**config.mk**
```make
export PLATFORM = sky130hd
export DESIGN_NAME = pic_data_bus_buffer
export DESIGN_NICKNAME = d
export VERILOG_FILES = /design/src/rtl/pic_bus_pkg.sv /design/src/rtl/pic_sync_fifo.sv /design/src/rtl/pic_data_bus_buffer.sv
export SDC_FILE = /design/constraint.sdc
export NUM_CORES = 1
export LEC_CHECK = 0
export ABC_CLOCK_PERIOD_IN_PS = 1700
export CAP_MARGIN = 40
export CORE_MARGIN = 5
export CORE_UTILIZATION = 45
export CTS_CLUSTER_SIZE = 12
export DETAILED_ROUTE_END_ITERATION = 7
export GPL_TIMING_DRIVEN = 0
export MAX_ROUTING_LAYER = met4
export PLACE_DENSITY = 0.75
export SLEW_MARGIN = 20
export SYNTH_ARGS = -nofsm -noshare
export SYNTH_HDL_FRONTEND = slang
export SYNTH_HIERARCHICAL = 1
export SYNTH_SLANG_ARGS = --single-unit
```
**constraint.sdc**
```tcl
create_clock -name clk -period 1.7 [get_ports clk]
set_input_delay 0.255 -clock clk [delete_from_list [all_inputs] [get_ports clk]]
set_output_delay 0.255 -clock clk [all_outputs]
set_load 0.02 [all_outputs]
```
**src/rtl/pic_bus_pkg.sv**
```systemverilog
`default_nettype none
// ============================================================================
//  Module      : pic_bus_pkg
//  Description : Shared types and constants for the PIC data bus buffer.
//  Revision    : 1.0  initial release
// ============================================================================
package pic_bus_pkg;

  localparam int DEF_DATA_W     = 8;
  localparam int DEF_ADDR_W     = 1;
  localparam int DEF_FIFO_DEPTH = 4;

  // Read-side handshake states
  typedef enum logic [1:0] {
    RD_IDLE  = 2'd0,
    RD_DRAIN = 2'd1,
    RD_REQ   = 2'd2,
    RD_DRIVE = 2'd3
  } rd_state_t;

  // Pointer width: one extra wrap bit above the slot index
  function automatic int ptr_width(input int depth);
    return $clog2(depth) + 1;
  endfunction

endpackage
`default_nettype wire

```
**src/rtl/pic_sync_fifo.sv**
```systemverilog
`default_nettype none
// ============================================================================
//  Module      : pic_sync_fifo
//  Description : Small first-word-fall-through write queue. A push into a
//                full queue is only taken when a pop happens in the same
//                cycle; otherwise it is reported on 'dropped'.
//  Revision    : 1.0  initial release
// ============================================================================
module pic_sync_fifo
  import pic_bus_pkg::*;
#(
  parameter int WIDTH = 9,
  parameter int DEPTH = 4
) (
  input  logic             clk,
  input  logic             rst_n,
  input  logic             push,
  input  logic             pop,
  input  logic [WIDTH-1:0] din,
  output logic [WIDTH-1:0] head,
  output logic             full,
  output logic             empty,
  output logic             dropped
);

  localparam int PTR_W = ptr_width(DEPTH);
  localparam int IDX_W = PTR_W - 1;

  logic [WIDTH-1:0] mem [DEPTH];
  logic [PTR_W-1:0] wptr;
  logic [PTR_W-1:0] rptr;
  logic             do_push;
  logic             do_pop;

  assign empty   = (wptr == rptr);
  assign full    = (wptr[PTR_W-1] != rptr[PTR_W-1]) &&
                   (wptr[IDX_W-1:0] == rptr[IDX_W-1:0]);
  assign do_pop  = pop & ~empty;
  // The slot being vacated by a same-cycle pop makes room for the push
  assign do_push = push & (~full | do_pop);
  assign dropped = push & ~do_push;
  assign head    = mem[rptr[IDX_W-1:0]];

  // Pointer advance; wrap bit distinguishes full from empty
  always_ff @(posedge clk or negedge rst_n) begin
    if (!rst_n) begin
      wptr <= '0;
      rptr <= '0;
    end else begin
      if (do_push) wptr <= wptr + 1'b1;
      if (do_pop)  rptr <= rptr + 1'b1;
    end
  end

  // Storage write; contents need no reset since pointers gate visibility
  always_ff @(posedge clk) begin
    if (do_push) mem[wptr[IDX_W-1:0]] <= din;
  end

endmodule
`default_nettype wire

```
**src/rtl/pic_data_bus_buffer.sv**
```systemverilog
`default_nettype none
// ============================================================================
//  Module      : pic_data_bus_buffer
//  Description : Clocked PIC data bus buffer. CPU writes are edge detected,
//                tagged with A0 and queued for control logic; CPU reads wait
//                for the write queue to drain, then request data from control
//                and drive it back through a registered output enable.
//  Revision    : 1.0  initial release
// ============================================================================
module pic_data_bus_buffer
  import pic_bus_pkg::*;
#(
  parameter int DATA_W     = DEF_DATA_W,
  parameter int FIFO_DEPTH = DEF_FIFO_DEPTH,
  parameter int ADDR_W     = DEF_ADDR_W
) (
  input  logic              clk,
  input  logic              rst_n,
  input  logic [DATA_W-1:0] ds_in,
  output logic [DATA_W-1:0] ds_out,
  output logic              ds_oe,
  input  logic [ADDR_W-1:0] addr_in,
  input  logic              wr_flag,
  input  logic              rd_flag,
  output logic [DATA_W-1:0] wr_data,
  output logic [ADDR_W-1:0] wr_addr,
  output logic              wr_valid,
  input  logic              wr_ready,
  output logic              rd_req,
  output logic [ADDR_W-1:0] rd_addr,
  input  logic              rd_ack,
  input  logic [DATA_W-1:0] rd_data,
  output logic              fifo_full,
  output logic              overflow,
  output logic              proto_err,
  input  logic              clr_err
);

  localparam int ENTRY_W = ADDR_W + DATA_W;

  logic               wr_q;
  logic               rd_q;
  logic               wr_rise;
  logic               rd_rise;
  logic               fifo_empty;
  logic               fifo_drop;
  logic [ENTRY_W-1:0] fifo_head;
  rd_state_t          state;
  rd_state_t          state_nxt;
  logic               latch_addr;
  logic               capture;
  logic               release_oe;

  assign wr_rise = wr_flag & ~wr_q;
  assign rd_rise = rd_flag & ~rd_q;

  // Flag history for rising-edge detection
  always_ff @(posedge clk or negedge rst_n) begin
    if (!rst_n) begin
      wr_q <= 1'b0;
      rd_q <= 1'b0;
    end else begin
      wr_q <= wr_flag;
      rd_q <= rd_flag;
    end
  end

  pic_sync_fifo #(
    .WIDTH (ENTRY_W),
    .DEPTH (FIFO_DEPTH)
  ) u_fifo (
    .clk     (clk),
    .rst_n   (rst_n),
    .push    (wr_rise),
    .pop     (wr_ready),
    .din     ({addr_in, ds_in}),
    .head    (fifo_head),
    .full    (fifo_full),
    .empty   (fifo_empty),
    .dropped (fifo_drop)
  );

  assign wr_valid           = ~fifo_empty;
  assign {wr_addr, wr_data} = fifo_head;
  assign rd_req             = (state == RD_REQ);

  // Read FSM state register
  always_ff @(posedge clk or negedge rst_n) begin
    if (!rst_n) state <= RD_IDLE;
    else        state <= state_nxt;
  end

  // Read FSM next state and datapath strobes
  always_comb begin
    state_nxt  = state;
    latch_addr = 1'b0;
    capture    = 1'b0;
    release_oe = 1'b0;
    case (state)
      RD_IDLE: begin
        // A read colliding with a write is dropped; the write wins
        if (rd_rise && !wr_rise) begin
          state_nxt  = RD_DRAIN;
          latch_addr = 1'b1;
        end
      end
      RD_DRAIN: begin
        // A write arriving now lands in the queue, so keep draining
        if (!rd_flag)                     state_nxt = RD_IDLE;
        else if (!wr_valid && !wr_rise)   state_nxt = RD_REQ;
      end
      RD_REQ: begin
        if (!rd_flag) begin
          state_nxt = RD_IDLE;
        end else if (rd_ack) begin
          state_nxt = RD_DRIVE;
          capture   = 1'b1;
        end
      end
      RD_DRIVE: begin
        if (!rd_flag) begin
          state_nxt  = RD_IDLE;
          release_oe = 1'b1;
        end
      end
      default: state_nxt = RD_IDLE;
    endcase
  end

  // Read address, output data and output enable registers
  always_ff @(posedge clk or negedge rst_n) begin
    if (!rst_n) begin
      rd_addr <= '0;
      ds_out  <= '0;
      ds_oe   <= 1'b0;
    end else begin
      if (latch_addr) rd_addr <= addr_in;
      if (capture) begin
        ds_out <= rd_data;
        ds_oe  <= 1'b1;
      end else if (release_oe) begin
        ds_oe  <= 1'b0;
      end
    end
  end

  // Sticky overflow (a new drop beats a clear) and collision pulse
  always_ff @(posedge clk or negedge rst_n) begin
    if (!rst_n) begin
      overflow  <= 1'b0;
      proto_err <= 1'b0;
    end else begin
      if (fifo_drop)    overflow <= 1'b1;
      else if (clr_err) overflow <= 1'b0;
      proto_err <= wr_rise & rd_rise;
    end
  end

endmodule
`default_nettype wire

```
==> qor.csv <==
metric,value,unit
outcome,"finished, violations left",
violated checks,negative setup slack,
Die W,82.4,microns
fin area,3300,sq um
fillers,368,
clk sink count,58,
top-count cell post-synth,edfxtp_1,
Top Ports,48,
Power Dens Cells,1730,nW/um^2
met3 routed WL,353,microns
Fin. Hold Viols,0,
root buf cell,clkbuf_8,
Final Setup Violations,48,
synth unique cells,32,
worst skew pair latency,0.32,ns
clock skew,0.00968,ns
Post-Syn Area,2360,sq um
fraction of registers with async set/reset,37.9,%
vias per cell,5.23,
drt drc,0,
FF-to-FF path depth,4,
dpl cell area,2930,sq um
Die Ht,82.4,microns
fmax,523,MHz
Initial Util,46.1,%
reg2reg start,u_fifo/rptr[0],
number of synthesized flops with an enable pin,36,
CTS Buf Count,9,
drt first pass iters,4,
Inst Count DP,249,
final std cells w/o fill,275,
clock slew seen by the registers of the worst setup and hold paths,0.07,ns
row count,26,
core box area,5110,sq um
main flop type after synthesis,edfxtp_1,
max_cap viols,0,
top sig layer,met4,
Final #Nets,229,
Vias,1439,
area growth from synthesis to layout,39.9,%
Port Buffers,47,
final worst setup slack,-0.212,ns
ant diodes,0,
CTS HTree Levels,3,
sequential cell area fraction in the yosys report,69.3,%
largest net degree at the start of global routing,18,
Syn Area/Cell,18.0,sq um
number of synthesized register bits,58,
RSZ-0062 raised after global routing,true,
Longest Clk Path Bufs,2,
worst path required time,1.77,ns
first-pass GRT wire length,7.57,mm
placed wire-length estimate,3.03,mm
CTS tree,done,
yosys synthesis warning count,6,
VDD IR max,943,uV
antenna-violating nets left,0,
post-synthesis net count,160,
area fraction of the dominant cell type after synthesis,45.9,%
Routability Congestion,0.832,
Place WS,-0.418,ns
Final min period,1.91,ns
Routed met1 length,1.95,mm
Fin Setup TNS,-7.00,ns
top cell type by total area after synthesis,edfxtp_1,
Crit Reg-Reg Endpoint,u_fifo/mem[3][1],
Tot GR Track Use,16.1,%
Post-Route WL,4.76,mm
crit path DAT,1.99,ns
hold_ws,0.194,ns
max-slew violations,0,
Wirelength per Cell,17.3,microns
Least-Margin Pin Slew,0.395,ns
GRT Residual Overflow,0,
Post-synth top cells,"36 x edfxtp_1, 22 x dfrtp_1, 12 x mux2_2",
Leak Pwr,1.26,nW
Die Area,6780,sq um
dominant cells by area after synthesis,"edfxtp_1 46%, dfrtp_1 23%, mux4_2 8.6%",
Mapped Cells,131,
initial antenna violation count,0,
Worst Setup Start Kind,register,
Tcrit/Tclk final,112,%
Reg2Reg Setup Slack,-0.21,ns
met2 wire len,2.34,mm
HP Class,in -> async,
worst setup path category,reg -> reg,
CP max FO,6,
DRT iter0 DRCs,98,
CP Capture Type,register,
layout cells sized above 1,37.1,%
Slew HR,73.6,%
vias in the first global route,1573,
-- layout make-up --
type | instances | area (sq um) | area share, %
Buffer | 2 | 27.5 | 0.835
Inverter | 7 | 26.3 | 0.797
Tap cell | 70 | 87.6 | 2.66
Clock buffer | 13 | 139 | 4.21
Sequential cell | 58 | 1640 | 49.7
Timing Repair Buffer | 53 | 507 | 15.4
Multi-Input combinational cell | 69 | 832 | 25.2
Clock inverter | 3 | 40.0 | 1.21
-- state kept, by name (all words and copies together) (netlist names) --
register	cells
wr_q	1
u_fifo/wptr	3
rd_q	1
u_fifo/rptr	3
rd_addr	1
proto_err	1
ds_out	8
ds_oe	1
state	2
overflow	1
u_fifo/mem	36
-- critical path, stage by stage, from the launching register on --
cell     delay, ns
dfrtp_2       0.45
buf_12        0.14
xor2_4        0.20
or4_4         0.61
and3_4        0.25
-- power breakdown --
| part | total (mW) | internal [mW] | switching, mW |
|---|---|---|---|
| registers | 2.05 | 1.80 | 0.252 |
| logic | 2.48 | 1.24 | 1.24 |
| clock network | 1.16 | 0.674 | 0.485 |
| total | 5.69 | 3.71 | 1.98 |
-- placed cells by master (no fill, tap or decap), types with 5 or more instances in the layout --
| cell type | synthesis | layout |
|---|---|---|
| mux4_2 | 9 | 9 |
| edfxtp_1 | 36 | 36 |
| mux2_2 | 12 | 12 |
| ha_1 | 5 | 5 |
| dfrtp_1 | 22 | 18 |
| buf_4 | 0 | 5 |
| and3_4 | 0 | 7 |
| inv_1 | 7 | 7 |
| clkdlybuf4s50_1 | 0 | 35 |
| buf_2 | 1 | 6 |
| clkbuf_8 | 0 | 9 |
-- cells by family (layout without fill, tap and decap cells) --
group	count (synthesis)	after routing	share of synthesized area, %
DFF	58	58	69.3
adders and majority gates	5	5	2.66
xor gates and xnor gates	6	6	2.23
buffers and inverters	9	78	1.49
muxes	21	21	14.3
and+or+nand+nor	19	24	5.90
AOI/OAI and AO/OA	13	13	4.14
-- layer usage --
layer	up-vias	track usage (%)
li1	663	-
met1	700	18.1
met2	64	25.6
met3	12	5.21
met4	0	8.31
met5	-	-
-- timing repair --
item / 4_1_cts / 5_1_grt
resized for setup: 73 / 12
hold buffers: 0 / 0
setup buffers: 3 / 2
pin swaps: 6 / 3
gates cloned: 4 / 1
endpoints found under the setup margin: 51 / 52
-- stage by stage --
stage,power [mW],util [%]
final,5.69,64.5
after global placement,3.97,57.1
after detailed placement,4.05,57.3
after floorplan,3.21,-
after CTS,5.51,63.2
after global routing,6.00,64.5
-- how the worst max path moves through the flow --
stage | from | endpoint | slack, ns | cells past startpoint
detailed placement | u_fifo/rptr[1] | wr_addr | -0.42 | 3
finish | u_fifo/rptr[0] | u_fifo/mem[3][1] | -0.21 | 4
CTS | u_fifo/rptr[0] | u_fifo/mem[3][1] | -0.17 | 4
global route | u_fifo/rptr[0] | u_fifo/mem[3][5] | -0.23 | 4
floorplan | u_fifo/wptr[0] | u_fifo/mem[0][0] | -0.04 | 3
global placement | u_fifo/rptr[1] | wr_addr | -0.40 | 3
Note: power is estimated with default switching activity, not from simulation.
